--- src/rtl/tdm_demux_4t1.sv ---
// Receive-side TDM demultiplexer: recovers slot alignment from a frame marker
// and rebuilds four channel samples into a parallel frame with a valid pulse.
module tdm_demux_4t1 #(
    parameter int unsigned WIDTH    = 1,
    parameter int unsigned MISS_MAX = 2
) (
    input  logic             clk,
    input  logic             rst_n,
    input  logic             En,
    input  logic [WIDTH-1:0] Din,
    input  logic             Frame,
    output logic [WIDTH-1:0] A,
    output logic [WIDTH-1:0] B,
    output logic [WIDTH-1:0] C,
    output logic [WIDTH-1:0] D,
    output logic             Valid,
    output logic [1:0]       Sel,
    output logic             Locked,
    output logic             Sync_err
);

    typedef enum logic [0:0] {
        ST_HUNT = 1'b0,
        ST_LOCK = 1'b1
    } state_t;

    localparam logic [2:0] MISS_LIM = 3'(MISS_MAX);

    state_t           state_q, state_d;
    logic [1:0]       sel_q, sel_d;
    logic [2:0]       miss_q, miss_d;
    logic [WIDTH-1:0] sh0_q, sh0_d;
    logic [WIDTH-1:0] sh1_q, sh1_d;
    logic [WIDTH-1:0] sh2_q, sh2_d;
    logic [WIDTH-1:0] a_q, a_d;
    logic [WIDTH-1:0] b_q, b_d;
    logic [WIDTH-1:0] c_q, c_d;
    logic [WIDTH-1:0] d_q, d_d;
    logic             valid_q, valid_d;
    logic             sync_err_q, sync_err_d;
    logic             locked_q, locked_d;
    logic [2:0]       miss_inc_s;

    assign miss_inc_s = miss_q + 3'd1;

    // Next-state and slot-capture logic; every register holds unless En consumes a slot.
    always_comb begin
        state_d    = state_q;
        sel_d      = sel_q;
        miss_d     = miss_q;
        sh0_d      = sh0_q;
        sh1_d      = sh1_q;
        sh2_d      = sh2_q;
        a_d        = a_q;
        b_d        = b_q;
        c_d        = c_q;
        d_d        = d_q;
        valid_d    = 1'b0;
        sync_err_d = 1'b0;

        if (En) begin
            case (state_q)
                ST_HUNT: begin
                    if (Frame) begin
                        sh0_d   = Din;
                        sel_d   = 2'd1;
                        miss_d  = 3'd0;
                        state_d = ST_LOCK;
                    end else begin
                        sel_d = 2'd0;
                    end
                end
                ST_LOCK: begin
                    if (Frame) begin
                        // A marker anywhere but slot 0 abandons the partial frame and realigns.
                        if (sel_q != 2'd0) begin
                            sync_err_d = 1'b1;
                        end else begin
                            sync_err_d = 1'b0;
                        end
                        sh0_d  = Din;
                        sel_d  = 2'd1;
                        miss_d = 3'd0;
                    end else begin
                        case (sel_q)
                            2'd0: begin
                                if (miss_inc_s == MISS_LIM) begin
                                    state_d    = ST_HUNT;
                                    sel_d      = 2'd0;
                                    miss_d     = 3'd0;
                                    sync_err_d = 1'b1;
                                end else begin
                                    sh0_d  = Din;
                                    sel_d  = 2'd1;
                                    miss_d = miss_inc_s;
                                end
                            end
                            2'd1: begin
                                sh1_d = Din;
                                sel_d = 2'd2;
                            end
                            2'd2: begin
                                sh2_d = Din;
                                sel_d = 2'd3;
                            end
                            2'd3: begin
                                a_d     = sh0_q;
                                b_d     = sh1_q;
                                c_d     = sh2_q;
                                d_d     = Din;
                                valid_d = 1'b1;
                                sel_d   = 2'd0;
                            end
                            default: begin
                                sel_d = 2'd0;
                            end
                        endcase
                    end
                end
                default: begin
                    state_d = ST_HUNT;
                    sel_d   = 2'd0;
                end
            endcase
        end else begin
            state_d = state_q;
        end

        locked_d = (state_d == ST_LOCK);
    end

    // State, shadow and output registers.
    always_ff @(posedge clk or negedge rst_n) begin
        if (!rst_n) begin
            state_q    <= ST_HUNT;
            sel_q      <= 2'd0;
            miss_q     <= 3'd0;
            sh0_q      <= '0;
            sh1_q      <= '0;
            sh2_q      <= '0;
            a_q        <= '0;
            b_q        <= '0;
            c_q        <= '0;
            d_q        <= '0;
            valid_q    <= 1'b0;
            sync_err_q <= 1'b0;
            locked_q   <= 1'b0;
        end else begin
            state_q    <= state_d;
            sel_q      <= sel_d;
            miss_q     <= miss_d;
            sh0_q      <= sh0_d;
            sh1_q      <= sh1_d;
            sh2_q      <= sh2_d;
            a_q        <= a_d;
            b_q        <= b_d;
            c_q        <= c_d;
            d_q        <= d_d;
            valid_q    <= valid_d;
            sync_err_q <= sync_err_d;
            locked_q   <= locked_d;
        end
    end

    assign A        = a_q;
    assign B        = b_q;
    assign C        = c_q;
    assign D        = d_q;
    assign Valid    = valid_q;
    assign Sel      = sel_q;
    assign Locked   = locked_q;
    assign Sync_err = sync_err_q;

endmodule
--- config.mk ---
export PLATFORM = sky130hd
export DESIGN_NAME = tdm_demux_4t1
export DESIGN_NICKNAME = d
export VERILOG_FILES = /design/src/rtl/tdm_demux_4t1.sv
export SDC_FILE = /design/constraint.sdc
export NUM_CORES = 1
export LEC_CHECK = 0
export CORE_UTILIZATION = 50
export DETAILED_ROUTE_END_ITERATION = 7
export MAX_ROUTING_LAYER = met4
export PLACE_DENSITY_LB_ADDON = 0.1
export SLEW_MARGIN = 20
export SYNTH_ARGS = -nofsm -noshare
export SYNTH_HDL_FRONTEND = slang
export SYNTH_SLANG_ARGS = --single-unit
--- constraint.sdc ---
create_clock -name clk -period 2.4 [get_ports clk]
set_input_delay 0.6 -clock clk [delete_from_list [all_inputs] [get_ports clk]]
set_output_delay 0.6 -clock clk [all_outputs]
set_load 0.01 [all_outputs]
Word level (Yosys, flattened, before mapping)
Index checks and enable logic that the tools add are counted.

Register bits: 15. Input bits: 5. Output and inout port bits: 9. Word-level logic and storage cells: 59.

$add $sub $neg: 1. Equality and inequality tests: 7. Mux-type cells: 30. Bitwise logic cells: 2. Reduce and logical (&&, ||, !) cells: 7.

Operator list (number): two-way mux 1 bit (20); AND reduction 4 bit (4); two-way mux 3 bit (4); one-hot mux 2 bit (4 select lines) (1); one-hot mux 3 bit (2 select lines) (1); == test 2 bit (second input constant) (2); one-hot mux 1 bit (2 select lines) (2); one-hot mux 2 bit (2 select lines) (1); adder 3 x 1 -> 3 bit (second input constant) (1); == test 3 x 2 -> 1 bit (second input constant) (1); inequality test 3 x 2 -> 1 bit (second input constant) (1); inequality test 3 bit (second input constant) (1); AND reduction 3 bit (1); == test 2 x 1 -> 1 bit (second input constant) (1); logical NOT 2 bit (1); two-way mux 2 bit (1); inequality test 2 bit (second input constant) (1); NOT 1 bit (2); nonzero test 2 bit (1).

Longest topological paths before layout
Gate-level depths: netlist of the first run.

Word-level depth: 7. Depth in mapped cells: 5. Gate-level depth less buffers: 5.

Worst setup path before layout of the first run
No wires, ideal clock.

Path kind: flip-flop to flip-flop. From: register sel_q[0] (netlist: Sel[0]). To: register sh0_q. Setup time: 0.125 ns. Data arrival time: 1.470 ns. Data required time: 2.275 ns. Slack: 0.805 ns. Stages on the path, launching flop included: 6. Path buffers: 0. Clock period less this slack: 1.595 ns. Path through: dfrtp_1 > inv_1 > ha_1 > a21oi_1 > a311oi_2 > mux2_2.

Cells in the longest elaborated chain, start to end: 3.

RTL lines: start, declared (RTL line 30) `logic [1:0] sel_q, sel_d;`; start signal, assigned (RTL line 150) `sel_q <= sel_d;`; logical NOT 2 bit (RTL line 85) `case (sel_q)`; inequality test 3 x 2 -> 1 bit (no source line); AND reduction 4 bit (no source line); end signal, assigned (RTL line 138) `sh0_q <= '0;`; end signal, assigned (RTL line 152) `sh0_q <= sh0_d;`; end, declared (RTL line 32) `logic [WIDTH-1:0] sh0_q, sh0_d;`.

No other way between the ends. A chain may end at the register's enable or synchronous reset.

Worst setup path after layout of the first run
From: register locked_q (netlist: Locked). To: output port Locked.

RTL lines: start, declared (RTL line 41) `logic locked_q, locked_d;`; start signal, assigned (RTL line 161) `locked_q <= locked_d;`; end, declared (RTL line 18) `output logic Locked,`.

No word-level cell between the ends.

==> metrics.md, run 1 <==
| Metric | Value |
|---|---|
| Outcome | completed |
| Initial drt markers | 1 |
| Synthesized flop and latch total | 15 |
| Largest Register | miss_q |
| Area of the multi-input gates | 370 sq um |
| Initial Util | 56.4% |
| H-tree levels | 1 |
| FF/Latch Area | 375 sq um |
| Number of global-route vias before repair | 565 |
| Post-Syn Area per Cell | 12.4 sq um |
| Clk Latency, worst-skew pair | 280 ps |
| CP startpoint kind | flop |
| Grt met1 use | 27.3% |
| Reg2reg setup slack | 710 ps |
| Required @ worst endpoint | 1800 ps |
| Remaining antenna violation count | 0 |
| Setup_tns | 0 ps |
| Worst hold path type | flop to flop |
| Worst Reg-to-Reg Cells | 5 |
| DRT Pass-1 Iters | 4 |
| Total power | 0.947 mW |
| RR Startpoint | Sel[0] |
| PD cells | 1000 mW/mm^2 |
| Netlist cell types | 23 |
| Clock sinks | 15 |
| Post-layout min period | 1920 ps |
| Hold Slack | 517 ps |
| CP Capture Point | Locked |
| Min-delay src | sh2_q |
| Final net count | 92 |
| CTS tree | done |
| Fin. max-slew vios | 0 |
| Clk network pwr share | 15.0% |
| Most frequent cell after synthesis | dfrtp_1 |
| CP Depth | 1 |
| Detailed-route vias per instance | 5.51 |
| Placed Cells | 90 |
| Clock Skews | 8.15 ps |
| IO Pins | 14 |
| Total gr overflow | 0 |
| Total wire length | 1360 um |
| First-pass GRT wire length | 2640 um |
| Crit. Startpoint | Locked |
| DR DRC count | 0 |
| Synth area leaders | dfrtp_1 (48%), ha_1 (11%), mux2_4 (7.7%) |
| Root Driver | clkbuf_4 |
| Switching share of total power | 32.8% |
| Final count of hold timing violations | 0 |
| Family with the most delay on the worst path | buffers and inverters |
| Max-Cap Viols | 0 |
| P&R area growth vs syn | 21.5% |
| CTS clk-pin slew, worst paths | 90 ps |
| Critical Path AT | 1320 ps |
| # diodes | 0 |
| Layout cell share with drive strength beyond 1 | 19.0% |
| Die Wd | 41.5 um |
| Final std cells w/o fill | 94 |
| Tcrit/Tclk final | 80.0% |
| Critical R2R Capture | sh0_q |
| Via count | 518 |
| Main flop type after synthesis | dfrtp_1 |
| RSZ-0062 raised after global routing | no |
| Worst Tran Pin Value | 655 ps |
| Yosys top cell area share | 48.2% |
| Relative slew slack | 56.2% |
| Number of synthesized flops with an enable pin | 0 |
| Syn_nets | 75 |
| # resized after CTS | 0 |
| Sequential share of the synthesized area | 48.2% |
| Crit Path Class | flop to output pin |
| P_leak | 0.456 nW |
| Critical path's slowest cell | clkdlybuf4s50_1 |
| Crit. End Element | output pin |
| Post-Syn Area | 779 sq um |
| Fmax | 0.521 GHz |
| Fillers | 101 |
| Largest area contributor in the netlist | dfrtp_1 |
| CP Max Fanout | 7 |
| Setup WS pre-CTS | 318 ps |
| Die Y | 41.5 um |
| Synthesized instance count | 63 |
| Most frequent cells after synthesis | dfrtp_1 (15), ha_1 (7), nand2_1 (6), inv_1 (5), mux2_4 (4) |
| YS warnings | 0 |
| Post-CTS Hold Fix Bufs | 0 |
| Ys async rst share | 100% |
| Internal power | 0.636 mW |
| Worst path bufs/invs | 1 |
| Critical path's largest stage delay | 570 ps |
| FP Rows | 13 |
| Largest net degree at the start of global routing | 16 |
| Cells along the critical path | clkdlybuf4s50_1 |
| GP Congestion | 0.785 |
| Clock buffer count from CTS | 3 |
| Core Box Area | 0.00138 sq mm |
| Reg power frac | 43.0% |
| PortBufs | 13 |
| Initial antenna violation count | 0 |
| Comb power frac | 42.0% |
| Min setup slack post-route | 480 ps |
| GR Util met2 | 28.1% |
| Detail Placement HPWL | 1030 um |
| Largest register FFs | 3 |
| Setup violators final | 0 |
| Die area | 0.00172 sq mm |
| DR WL/cell | 14.5 um |
| Tot GR Track Use | 20.4% |
| Max VDD drop | 0.543 mV |
| NetSw | 0.311 mW |
| Clk buf depth | 2 |
| GRT Max-Usage Layer | met2 |
| Postcts setup bufs | 0 |
| GR Util met3 | 5.22% |
==> worst min-delay path by stage <==
stage          slack, ps  cells after the start  to
3_3_place_gp         490                      1   B
3_5_place_dp         500                      1   B
5_1_grt              540                      1   C
4_1_cts              530                      1   B
6_report             520                      1   C
2_1_floorplan        300                      0   A
==> power groups by stage <==
stage,clock (mW),combinational (mW),sequential (mW)
after floorplan,0,0.218,0.423
after global placement,0,0.390,0.408
after detailed placement,0,0.397,0.413
after CTS,0.148,0.399,0.408
after global routing,0.157,0.440,0.423
final,0.142,0.397,0.407
==> cells by family after synthesis <==
family                   count (synthesis)  share of synthesized area, %
AO/OA/AOI/OAI                           12                          11.4
XOR/XNOR                                 1                          2.09
adder cells (fa/ha/maj)                  7                          11.2
buffers and inverters                    7                          4.33
flip-flops                              15                          48.2
multiplexers                             7                          12.0
AND/OR/NAND/NOR                         14                          10.8
==> through the flow <==
stage / util, % / area [sq um]
6_report: 68.5 / 947
2_1_floorplan: - / 779
4_1_cts: 68.5 / 947
3_3_place_gp: 66.6 / 921
5_1_grt: 68.5 / 947
3_5_place_dp: 66.6 / 921
==> placed cells by master (no fill, tap or decap), drive strengths merged, types with 2 or more instances in the layout <==
cell type	count
mux2	7
clkbuf	4
nand2	7
clkdlybuf4s50	13
ha	7
inv	5
a21oi	3
o21ai	3
dfrtp	15
nand2b	2
==> final cells by class <==
cell class                 count  share of cell area [%]
sequential                    15                    39.6
multi-input combinational     41                    39.1
timing repair buffer          14                    14.5
clock buffer                   4                    2.77
inverter                       5                    1.98
tap                           15                    1.98
==> layer usage <==
| layer | vias up | routed length (um) |
|---|---|---|
| li1 | 253 | - |
| met1 | 239 | 652 |
| met2 | 19 | 592 |
| met3 | 7 | 68 |
| met4 | 0 | 46 |
| met5 | - | 0 |
Power figures use the tool's default switching activity.
==> inputs of run 2 (changes only) <==
--- a/config.mk
+++ b/config.mk
@@ -5,7 +5,7 @@
 export SDC_FILE = /design/constraint.sdc
 export NUM_CORES = 1
 export LEC_CHECK = 0
-export CORE_UTILIZATION = 50
+export CORE_UTILIZATION = 49
 export DETAILED_ROUTE_END_ITERATION = 7
 export MAX_ROUTING_LAYER = met4
 export PLACE_DENSITY_LB_ADDON = 0.1
==> constraint.sdc (replaced) <==
create_clock -name clk -period 2 [get_ports clk]
set_input_delay 0.5 -clock clk [delete_from_list [all_inputs] [get_ports clk]]
set_output_delay 0.5 -clock clk [all_outputs]
set_load 0.01 [all_outputs]
==> run 2 against run 1 <==
  * First-iteration DRC count rose to 3.0 times the previous value
  * Sequential share of layout area down 1.0 points
  * Hold slack worse by 5.7 ps
  * Critical path type unchanged
  * Highest routed layer unchanged
==> metrics.md, run 2 (same netlist as run 1, synthesis figures left out) <==
| Metric | Value |
|---|---|
| Clk network pwr share | 14.9% |
| RSZ-0062 raised after global routing | no |
| Detail Placement HPWL | 948 um |
| CTS clk-pin slew, worst paths | 90 ps |
| Most common cell after layout, fill and taps aside | dfrtp_1 |
| Critical path's largest stage delay | 570 ps |
| Post-layout min period | 1810 ps |
| Clock buffer count from CTS | 3 |
| P&R area growth vs syn | 24.7% |
| CP Max Fanout | 7 |
| Relative slew slack | 76.7% |
| CP startpoint kind | flop |
| Clk Latency, worst-skew pair | 280 ps |
| Fin util | 65.3% |
| Clock Skews | 2.10 ps |
| DR DRC count | 0 |
| Max VDD drop | 0.661 mV |
| Crit. End Element | output pin |
| Total gr overflow | 0 |
| CTS tree | done |
| Placed Cells | 94 |
| Die Wd | 41.9 um |
| Total power | 1.14 mW |
| Worst path bufs/invs | 1 |
| Tcrit/Tclk final | 90.4% |
| Fmax | 0.553 GHz |
| Setup_tns | 0 ps |
| Reg power frac | 42.7% |
| Initial Util | 52.4% |
| Crit Path Class | flop to output pin |
| Tot GR Track Use | 19.5% |
| Die Y | 41.9 um |
| Largest Register | miss_q |
| Setup WS pre-CTS | 84.5 ps |
| Clock sinks | 15 |
| IO Pins | 14 |
| Total wire length | 1340 um |
| First-pass GRT wire length | 2420 um |
| Largest net degree at the start of global routing | 16 |
| Worst hold path type | flop to flop |
| PD cells | 1170 mW/mm^2 |
| Internal power | 0.764 mW |
| # diodes | 0 |
| NetSw | 0.374 mW |
| Largest register FFs | 3 |
| DRT Pass-1 Iters | 4 |
| Post-CTS Hold Fix Bufs | 0 |
| Worst Tran Pin Value | 348 ps |
| Layout cell share with drive strength beyond 1 | 23.2% |
| Die area | 0.00175 sq mm |
| Commonest cells after routing, fill and taps aside | dfrtp_1 (15), clkdlybuf4s50_1 (13), ha_1 (7) |
| DR WL/cell | 13.7 um |
| Switching share of total power | 32.8% |
| Setup violators final | 0 |
| Cells along the critical path | clkdlybuf4s50_1 |
| FP Rows | 14 |
| Comb power frac | 42.4% |
| Final std cells w/o fill | 98 |
| Critical Path AT | 1310 ps |
| Via count | 533 |
| Postcts setup bufs | 0 |
| Min setup slack post-route | 192 ps |
| Remaining antenna violation count | 0 |
| Final net count | 95 |
| Initial antenna violation count | 0 |
| Number of global-route vias before repair | 526 |
| P_leak | 0.473 nW |
| Required @ worst endpoint | 1500 ps |
| Fin. max-slew vios | 0 |
| Outcome | completed |
| Root Driver | clkbuf_4 |
| Clk buf depth | 2 |
| H-tree levels | 1 |
| Final count of hold timing violations | 0 |
| PortBufs | 13 |
| Critical path's slowest cell | clkdlybuf4s50_1 |
| Family with the most delay on the worst path | buffers and inverters |
| Core Box Area | 0.00149 sq mm |
| Detailed-route vias per instance | 5.44 |
| Max-Cap Viols | 0 |
| # resized after CTS | 0 |
| GP Congestion | 0.782 |
| Initial drt markers | 3 |
run 2: final cells by class:
type                       instances  area [sq um]
clock inverter                     1          5.00
multi-input combinational         41           370
fill                             124           517
inverter                           5          18.8
clock buffer                       3          22.5
tap                               16          20.0
timing repair buffer              17           160
sequential                        15           375
run 2: layer usage:
layer	vias to the layer above	wire (um)	GRT usage (%)	share of wire, %
met2	20	579	26.9	43
li1	256	-	-	-
met1	251	641	25.5	48
met5	-	0	-	0
met3	6	69	4.35	5.1
met4	0	49	12.9	3.7
run 2: path summary, 6_finish.rpt:
kind,startpoint,endpoint,slack (ps),cells after the start
setup / recovery,Locked,Locked,190,1
hold / removal,sh2_q,C,510,1
setup reg to reg,Sel[0],sh0_q,290,5
hold reg to reg,sh2_q,C,510,1
max in group asynchronous,rst_n,miss_q[2],1300,2
min in group asynchronous,rst_n,sh1_q,530,2
run 2: power by group through the flow:
stage	clock, mW	sequential (mW)	combinational [mW]
floorplan	0	0.508	0.262
global placement	0	0.489	0.474
detailed placement	0	0.493	0.481
CTS	0.177	0.487	0.485
global route	0.193	0.500	0.528
finish	0.169	0.486	0.482
run 2: per-stage QoR:
stage                     hold slack [ps]  instance area (sq um)
after floorplan                       204                    779
after global placement                490                    945
after detailed placement              492                    945
after CTS                             512                    972
after global routing                  524                    972
final                                 512                    972
